<file path="config.mk">
export PLATFORM = sky130hd
export DESIGN_NAME = fib_seq_engine
export DESIGN_NICKNAME = d
export VERILOG_FILES = /design/src/rtl/fib_pkg.sv /design/src/rtl/fib_sat_adder.sv /design/src/rtl/fib_seq_engine.sv
export SDC_FILE = /design/constraint.sdc
export NUM_CORES = 1
export LEC_CHECK = 0
export CORE_ASPECT_RATIO = 0.5
export CORE_UTILIZATION = 60
export CTS_CLUSTER_DIAMETER = 60
export DETAILED_ROUTE_END_ITERATION = 8
export DONT_BUFFER_PORTS = 1
export PLACE_DENSITY = 0.73
export SKIP_CTS_REPAIR_TIMING = 1
export SLEW_MARGIN = 20
export SYNTH_ARGS = -nofsm -noshare
export SYNTH_HDL_FRONTEND = slang
export SYNTH_SLANG_ARGS = --single-unit
</file>
<file path="constraint.sdc">
create_clock -name i_clk -period 3.38 [get_ports i_clk]
set_input_delay 0.676 -clock i_clk [delete_from_list [all_inputs] [get_ports i_clk]]
set_output_delay 0.676 -clock i_clk [all_outputs]
set_load 0.01 [all_outputs]
</file>
<file path="src/rtl/fib_pkg.sv">
// +----------------------------------------------------------------------------+
// | Module      : fib_pkg                                                      |
// | Description : Shared definitions for the second-order recurrence engine:  |
// |               seed-mode encodings, FSM state type and Lucas seed values.   |
// | Revision    : 1.0 - initial release                                        |
// +----------------------------------------------------------------------------+
`default_nettype none

package fib_pkg;

   // Seed-mode encodings for i_mode; 2'b11 is reserved and decodes as Fibonacci.
   localparam logic [1:0] FIB_MODE_FIB    = 2'b00;
   localparam logic [1:0] FIB_MODE_LUCAS  = 2'b01;
   localparam logic [1:0] FIB_MODE_CUSTOM = 2'b10;

   // Lucas sequence seeds: L(0) = 2, L(1) = 1.
   localparam int LUCAS_T0 = 2;
   localparam int LUCAS_T1 = 1;

   typedef enum logic [0:0] {
      ST_IDLE = 1'b0,
      ST_RUN  = 1'b1
   } fib_state_t;

endpackage : fib_pkg

`default_nettype wire

</file>
<file path="src/rtl/fib_sat_adder.sv">
// +----------------------------------------------------------------------------+
// | Module      : fib_sat_adder                                                |
// | Description : WIDTH-bit adder with carry out and optional clamp to         |
// |               all-ones when the sum does not fit.                          |
// | Ports       : i_a, i_b  - addends                                          |
// |               o_sum     - wrapped or clamped sum                           |
// |               o_carry   - carry out of the WIDTH-bit add                   |
// | Revision    : 1.0 - initial release                                        |
// +----------------------------------------------------------------------------+
`default_nettype none

module fib_sat_adder
   import fib_pkg::*;
#(
   parameter int WIDTH    = 8,
   parameter bit SATURATE = 1'b0
) (
   input  logic [WIDTH-1:0] i_a,
   input  logic [WIDTH-1:0] i_b,
   output logic [WIDTH-1:0] o_sum,
   output logic             o_carry
);

   logic [WIDTH:0] w_full;

   assign w_full  = {1'b0, i_a} + {1'b0, i_b};
   assign o_carry = w_full[WIDTH];

   generate
      if (SATURATE) begin : g_sat
         assign o_sum = o_carry ? {WIDTH{1'b1}} : w_full[WIDTH-1:0];
      end else begin : g_wrap
         assign o_sum = w_full[WIDTH-1:0];
      end
   endgenerate

endmodule : fib_sat_adder

`default_nettype wire

</file>
<file path="src/rtl/fib_seq_engine.sv">
// +----------------------------------------------------------------------------+
// | Module      : fib_seq_engine                                               |
// | Description : Second-order recurrence engine T(k) = T(k-1) + T(k-2) with   |
// |               selectable seeds, overflow detection, abort and a per-term   |
// |               streaming view.                                              |
// | Ports       : i_clk, i_reset_n (async, active low)                         |
// |               i_stb   - start request (IDLE only)                          |
// |               i_abort - cancel running computation                         |
// |               i_mode  - 00 Fib, 01 Lucas, 10 custom, 11 -> Fib             |
// |               i_seed0/i_seed1 - custom seeds, i_n - requested index        |
// |               o_busy, o_done (1-cycle pulse), o_fib, o_overflow            |
// |               o_term_valid/o_term - streaming view of T(0)..T(n)           |
// | Revision    : 1.0 - initial release                                        |
// +----------------------------------------------------------------------------+
`default_nettype none

module fib_seq_engine
   import fib_pkg::*;
#(
   parameter int WIDTH    = 8,
   parameter int N_WIDTH  = 8,
   parameter bit SATURATE = 1'b0
) (
   input  logic               i_clk,
   input  logic               i_reset_n,
   input  logic               i_stb,
   input  logic               i_abort,
   input  logic [1:0]         i_mode,
   input  logic [WIDTH-1:0]   i_seed0,
   input  logic [WIDTH-1:0]   i_seed1,
   input  logic [N_WIDTH-1:0] i_n,
   output logic               o_busy,
   output logic               o_done,
   output logic [WIDTH-1:0]   o_fib,
   output logic               o_overflow,
   output logic               o_term_valid,
   output logic [WIDTH-1:0]   o_term
);

   fib_state_t         r_state;
   logic [WIDTH-1:0]   r_a;
   logic [WIDTH-1:0]   r_b;
   logic [N_WIDTH-1:0] r_cnt;
   logic               r_ovf_sticky;

   logic [WIDTH-1:0]   w_seed0;
   logic [WIDTH-1:0]   w_seed1;
   logic [WIDTH-1:0]   w_sum;
   logic               w_carry;
   logic               w_ovf_hit;

   always_comb begin
      w_seed0 = '0;
      w_seed1 = WIDTH'(1);
      case (i_mode)
         FIB_MODE_LUCAS: begin
            w_seed0 = WIDTH'(LUCAS_T0);
            w_seed1 = WIDTH'(LUCAS_T1);
         end
         FIB_MODE_CUSTOM: begin
            w_seed0 = i_seed0;
            w_seed1 = i_seed1;
         end
         default: begin
            w_seed0 = '0;
            w_seed1 = WIDTH'(1);
         end
      endcase
   end

   fib_sat_adder #(
      .WIDTH    (WIDTH),
      .SATURATE (SATURATE)
   ) u_add (
      .i_a     (r_a),
      .i_b     (r_b),
      .o_sum   (w_sum),
      .o_carry (w_carry)
   );

   // With a = T(k) the sum is T(k+2) and cnt = n-k, so the new term lies
   // within the requested range only while cnt >= 2. The carry into T(n+1)
   // is computed at cnt == 1 and must not raise the flag.
   assign w_ovf_hit = w_carry && (r_cnt > N_WIDTH'(1));

   always_ff @(posedge i_clk or negedge i_reset_n) begin
      if (!i_reset_n) begin
         r_state      <= ST_IDLE;
         r_a          <= '0;
         r_b          <= '0;
         r_cnt        <= '0;
         r_ovf_sticky <= 1'b0;
         o_done       <= 1'b0;
         o_fib        <= '0;
         o_overflow   <= 1'b0;
      end else begin
         o_done <= 1'b0;
         case (r_state)
            ST_IDLE: begin
               if (i_stb) begin
                  r_a          <= w_seed0;
                  r_b          <= w_seed1;
                  r_cnt        <= i_n;
                  r_ovf_sticky <= 1'b0;
                  o_overflow   <= 1'b0;
                  r_state      <= ST_RUN;
               end
            end
            ST_RUN: begin
               // Abort takes priority over a completion in the same cycle.
               if (i_abort) begin
                  r_state <= ST_IDLE;
               end else if (r_cnt == '0) begin
                  o_fib      <= r_a;
                  o_done     <= 1'b1;
                  o_overflow <= r_ovf_sticky;
                  r_state    <= ST_IDLE;
               end else begin
                  r_a   <= r_b;
                  r_b   <= w_sum;
                  r_cnt <= r_cnt - 1'b1;
                  if (w_ovf_hit) begin
                     r_ovf_sticky <= 1'b1;
                  end
               end
            end
            default: r_state <= ST_IDLE;
         endcase
      end
   end

   assign o_busy       = (r_state == ST_RUN);
   assign o_term_valid = (r_state == ST_RUN);
   assign o_term       = r_a;

endmodule : fib_seq_engine

`default_nettype wire

</file>
* After elaboration in Yosys (flattened, before gate mapping)
Cells that the tools add are included.
Operators by class: add/subtract/negate cells 2, multipliers 0, divide/modulo/power cells 0, magnitude comparators 1, eq/ne operators 7, shifts and indexed selects 0, multiplexer cells 29, bitwise gates (word level) 2, reductions and logical operators 6
Operators with widths (number):
- $mux 8 | 10
- $pmux 8 s2 | 4
- $mux 1 | 12
- $add 8x8->9 | 1
- $reduce_and 3->1 | 3
- $gt 8x1->1 const B | 1
- $logic_not 8->1 | 1
- $sub 8x1->8 const B | 1
- $ne 2x2->1 const B | 3
- $pmux 1 s2 | 3
- $ne 2x1->1 const B | 2
- $reduce_and 4->1 | 1
- $eq 2x1->1 const B | 1
- $eq 2x2->1 const B | 1
- $not 1->1 | 2
- $logic_and 1x1->1 | 1
Word-level totals: flip-flop bits (word level) 36, latch bits 0, bits in writable memories 0, ROM bits 0, input bits 30, memories kept 0

* Depth between registers and ports, before layout
depth in word-level cells 6, mapped depth 8

* Hierarchy
A second synthesis with hierarchy kept.
Unflattened totals: cell total of the unflattened synthesis 221, area total of the unflattened synthesis 2179.6 um2
Modules (own cells, without submodules):
- fib_seq_engine | times used 1, cells an instance 179, area an instance 1855.5 um2, seq. area each 900.9 um2
- fib_sat_adder | times used 1, cells an instance 42, area an instance 324.1 um2, seq. area each 0.0 um2

* Worst setup path after synthesis
Ideal clock, no wire load.
path kind register -> register, from reg r_a[0] (netlist: o_term[0]), to reg r_b[6], data arrival time 1.804 ns, data required time 3.248 ns, setup slack 1.444 ns, stages on the path, launching flop included 9, period minus slack after synthesis 1.936 ns, cells stage by stage dfrtp_1 ha_1 inv_1 fa_1 nand2b_1 a21oi_1 nor4b_1 o31ai_1 a31oi_1
On the way: longest elaborated chain between the ends 4
Ends and longest elaborated chain:
- start, declared | line fib_seq_engine.sv:41 | logic [WIDTH-1:0] r_a;
- start signal, assigned | line fib_seq_engine.sv:101 | r_a <= w_seed0;
- start signal, assigned | line fib_seq_engine.sv:119 | r_a <= r_b;
- $add 8x8->9 | line fib_sat_adder.sv:26 | assign w_full = {1'b0, i_a} + {1'b0, i_b};
- $mux 8 | line fib_seq_engine.sv:113 | end else if (r_cnt == '0) begin
- $mux 8 | line fib_seq_engine.sv:111 | if (i_abort) begin
- $pmux 8 s2 | line fib_seq_engine.sv:98 | case (r_state)
- end signal, assigned | line fib_seq_engine.sv:102 | r_b <= w_seed1;
- end signal, assigned | line fib_seq_engine.sv:120 | r_b <= w_sum;
- end, declared | line fib_seq_engine.sv:42 | logic [WIDTH-1:0] r_b;
No other way between the ends. The select of a mux whose other input is x is not followed. A chain may end at the register's enable or synchronous reset.

* Worst setup path after layout
from reg r_cnt[0], to reg r_b[7]
On the way: longest elaborated chain between the ends 3
Ends and longest elaborated chain:
- start, declared | line fib_seq_engine.sv:43 | logic [N_WIDTH-1:0] r_cnt;
- start signal, assigned | line fib_seq_engine.sv:103 | r_cnt <= i_n;
- start signal, assigned | line fib_seq_engine.sv:121 | r_cnt <= r_cnt - 1'b1;
- $logic_not 8->1 | line fib_seq_engine.sv:113
- $ne 2x2->1 (no line)
- $reduce_and 3->1 (no line)
No other way between the ends.

==> tab_implementation.tex <==
\begin{tabular}{lr}
\hline
Metric & Value \\
\hline
\multicolumn{2}{l}{\textbf{Clock network}} \\
\quad Largest buffer count on any clock path & 2 \\
\quad Clock insertion delay at the later pin of the skew report & $\sim$290 ps \\
\quad Clock Sinks & 36 \\
\quad CTS root buf & sky130\_fd\_sc\_hd\_\_clkbuf\_8 \\
\quad Worst-path clk slew & 70 ps \\
\quad Inserted Clock Buffers & 5 \\
\quad CTS tree & built \\
\quad H-tree depth & 2 \\
\multicolumn{2}{l}{\textbf{Timing}} \\
\quad Setup skew after layout & 4.301 ps \\
\quad Worst rel slew slack & 60.33\% \\
\quad Setup TNS & 0 ps \\
\quad Number of max-slew violations in the final report & 0 \\
\quad Share of the clock period used by the worst path & between 60\% and 70\% \\
\quad Worst slew pin tran & 595.0 ps \\
\quad Final period demand of the worst path & about 2300 ps \\
\quad Final hold violations & 0 \\
\quad Total of endpoints with negative setup slack in the final report & 0 \\
\quad Setup repair after global routing missed its margin & false \\
\quad Max Freq & 431.1 MHz \\
\multicolumn{2}{l}{\textbf{Worst setup path}} \\
\quad Ordered list of cells on the worst path & inv\_1 -> ha\_1 -> nor4bb\_1 -> a22oi\_2 -> buf\_4 -> and4\_4 -> or3\_1 \\
\quad Launching element type of the critical path & flip-flop \\
\quad Critical Path Sink Type & flip-flop \\
\quad CP max stage delay & 420 ps \\
\quad Worst path arrival time & 2490 ps \\
\quad Cell type of the slowest stage on the worst timing path & sky130\_fd\_sc\_hd\_\_dfrtp\_1 \\
\quad CP Class & flip-flop to flip-flop \\
\quad Critical path buffer and inverter count & 2 \\
\quad Largest delay contributor family on the critical path & simple AND/OR/NAND/NOR gates \\
\quad Highest fanout seen on the critical path & 18 \\
\quad Critical path required time & 3550 ps \\
\multicolumn{2}{l}{\textbf{Placed design}} \\
\quad PortBufs & 0 \\
\quad DP HPWL & about 3200 um \\
\quad Final weighted congestion in routability-driven placement & 0.8568 \\
\multicolumn{2}{l}{\textbf{Synth}} \\
\quad Combinational family with the most area after synthesis & compound AO/OA/AOI/OAI gates \\
\quad Post-synth design cell area & 2116 um\^{}2 \\
\quad Synthesized area per cell & 9.239 um\^{}2 \\
\quad EDFF count, synth & 0 \\
\quad Synth warn & 0 \\
\quad Synthesized netlist net count & $\sim$270 \\
\quad Mapped Cells & about 230 \\
\quad Area fraction in compound gates after synthesis & 20.82\% \\
\quad Number of synthesized register bits & 36 \\
\quad Synth Area in XOR/XNOR & 0\% \\
\quad Share of synthesized registers carrying an async set or reset & 100.0\% \\
\quad Most common flop cell mapped by yosys & sky130\_fd\_sc\_hd\_\_dfrtp\_1 \\
\quad Unique masters post-synth & 41 \\
\quad Adder-cell share of the synthesized area & 8.634\% \\
\quad Simple-gate share of the synthesized area & 17.33\% \\
\quad Fraction of post-synthesis cell area in the top cell type by area & $\sim$43\% \\
\quad Synth area leaders & sky130\_fd\_sc\_hd\_\_dfrtp\_1, sky130\_fd\_sc\_hd\_\_ha\_1, sky130\_fd\_sc\_hd\_\_a21oi\_1 \\
\quad Register area share after synthesis & 42.58\% \\
\quad Multiplexer share of the synthesized area & around 4.7\% \\
\quad Cell type with the largest total area after synthesis & sky130\_fd\_sc\_hd\_\_dfrtp\_1 \\
\multicolumn{2}{l}{\textbf{Detailed routing}} \\
\quad Number of DRC markers after the initial detailed-route iteration & 77 \\
\quad Via count & 1,662 \\
\quad Remaining routing DRC violations & 0 \\
\quad Via density & 6.000 \\
\quad Routed length per instance & 16.04 um \\
\quad Number of nets with antenna violations after detailed routing & 0 \\
\quad Total wirelength of the detailed-routed design & 4442 um \\
\quad 1st-pass router iterations & 4 \\
\multicolumn{2}{l}{\textbf{Die}} \\
\quad Number of placement rows & 14 \\
\quad Starting Density & 66.73\% \\
\quad Number of ports placed on the die boundary & 50 \\
\quad Die area & 3782 um\^{}2 \\
\quad Core Region & 3171 um\^{}2 \\
\quad Die X-Extent & 85.98 um \\
\quad Die span in y & 43.99 um \\
\multicolumn{2}{l}{\textbf{Layout}} \\
\quad Area Growth Syn to Fin & 4.967\% \\
\quad Number of diodes added for antenna fixing & 0 \\
\quad Final \#Nets & 273 \\
\quad Proportion of layout cells with a drive suffix above 1 & 6.987\% \\
\multicolumn{2}{l}{\textbf{GRT}} \\
\quad Via count of the first global-routing pass & 1,524 \\
\quad Sum of overflow across all layers after global routing & 0 \\
\quad First-pass GRT wire length & around 7200 um \\
\quad GR Util All Layers & 26.18\% \\
\quad Antenna violations before repair & 0 \\
\quad Pin count of the biggest net entering global routing & 37 \\
\multicolumn{2}{l}{\textbf{Pwr}} \\
\quad Largest vdd supply drop & around 0.00048 V \\
\quad Total leakage power & around 1.0 nW \\
\quad Total power density per cell area & 848.2 nW/um\^{}2 \\
\quad Total power consumption of the routed design & 1.884 mW \\
\multicolumn{2}{l}{\textbf{Job}} \\
\quad Max Cap Viol & 0 \\
\multicolumn{2}{l}{\textbf{Run status}} \\
\quad Run status & finished clean \\
\multicolumn{2}{l}{\textbf{Hold path}} \\
\quad Hold Path Class & primary input to async pin \\
\hline
\end{tabular}
## placed cells by master, fill, tap and decap left out, types with 2 or more instances in the layout
cell | synthesis | final
sky130_fd_sc_hd__dfrtp_1 | 36 | 36
sky130_fd_sc_hd__a21oi_1 | 28 | 28
sky130_fd_sc_hd__nor2_1 | 23 | 23
sky130_fd_sc_hd__inv_1 | 16 | 16
sky130_fd_sc_hd__ha_1 | 13 | 13
sky130_fd_sc_hd__o21ai_1 | 11 | 11
sky130_fd_sc_hd__nand2_1 | 11 | 11
sky130_fd_sc_hd__nand3_1 | 9 | 9
sky130_fd_sc_hd__o21ai_0 | 7 | 7
sky130_fd_sc_hd__a22oi_1 | 6 | 6
sky130_fd_sc_hd__o22ai_1 | 6 | 6
sky130_fd_sc_hd__mux2_1 | 5 | 5
sky130_fd_sc_hd__clkbuf_8 | 0 | 5
sky130_fd_sc_hd__nand2b_1 | 4 | 4
sky130_fd_sc_hd__nor3_1 | 4 | 4
sky130_fd_sc_hd__a211oi_1 | 4 | 4
sky130_fd_sc_hd__buf_4 | 4 | 4
sky130_fd_sc_hd__nor2b_1 | 3 | 3
sky130_fd_sc_hd__nor4b_1 | 3 | 3
sky130_fd_sc_hd__a31oi_1 | 3 | 3
sky130_fd_sc_hd__or3_1 | 3 | 3
sky130_fd_sc_hd__mux2i_1 | 2 | 2
sky130_fd_sc_hd__a21o_1 | 2 | 2
sky130_fd_sc_hd__nor3b_1 | 2 | 2
sky130_fd_sc_hd__mux2_2 | 2 | 2
## cell usage after synthesis (all sizes together), types with 4 or more instances
| cell | n |
|---|---|
| nor3 | 4 |
| a211oi | 4 |
| o22ai | 6 |
| o21ai | 18 |
| nand2 | 11 |
| inv | 16 |
| nor2 | 23 |
| dfrtp | 36 |
| nand2b | 4 |
| a21oi | 28 |
| nand3 | 9 |
| a22oi | 7 |
| ha | 13 |
| mux2 | 7 |
| buf | 9 |
## metal layers
layer  share of wire, %  vias to the layer above  track usage (%)
met3                5.8                        6            8.762
li1                   -                      823                -
met2                 45                       41            43.17
met5                  0                        -                0
met4                1.4                        0            8.333
met1                 48                      792            33.33
## final cells by class
type	instances	area (um^2)
Clock buffer	6	72.57
Inverter	17	63.81
Tap cell	48	60.06
Clock inverter	1	5.005
Timing Repair Buffer	4	30.03
Fill cell	251	949.7
Sequential cell	36	900.9
Multi-Input combinational cell	165	1089
## sequential cells by signal, indices dropped and copies added, names as in the netlist
signal	count
o_done	1
o_busy	1
o_fib	8
o_term	8
r_ovf_sticky	1
r_b	8
o_overflow	1
r_cnt	8
## stage by stage
| stage | util (%) | cell area [um^2] | instances | hold slack, ps | setup WS, ps |
|---|---|---|---|---|---|
| after floorplan | - | 2116 | 229 | 380.4 | 1444 |
| after global placement | 67.60 | 2143 | 270 | 381.0 | 1170 |
| after detailed placement | 67.60 | 2143 | 270 | 381.1 | 1063 |
| after CTS | 70.05 | 2221 | 277 | 65.68 | 1046 |
| after global routing | 70.05 | 2221 | 277 | 56.86 | 903.4 |
| final | 70.05 | 2221 | 277 | 76.12 | 1060 |
## power by group
part / total (mW) / internal [mW] / switching [mW] / leakage (nW)
clock: 0.286 / 0.140 / 0.146 / 0.0410
combinational: 0.820 / 0.365 / 0.455 / 0.518
sequential: 0.778 / 0.576 / 0.202 / 0.447
## final timing paths
path                         startpoint  slack (ps)  cells past startpoint    endpoint
max                            r_cnt[0]        1060                      7      r_b[7]
max reg2reg                    r_cnt[0]        1060                      7      r_b[7]
min reg2reg                r_ovf_sticky         540                      2  o_overflow
max in group asynchronous     i_reset_n        3220                      0      r_b[2]
min                           i_reset_n          80                      0    r_cnt[5]
min in group i_clk         r_ovf_sticky         540                      2  o_overflow
## logic make-up (layout without fill, tap and decap cells)
| kind of cell | count (synthesis) | count (layout) |
|---|---|---|
| AOI/OAI and AO/OA | 74 | 74 |
| and+or+nand+nor | 68 | 68 |
| DFF | 36 | 36 |
| buffers and inverters | 28 | 28 |
| adders and majority gates | 14 | 14 |
| muxes | 9 | 9 |
No activity file was read; power rests on OpenSTA's default activity.
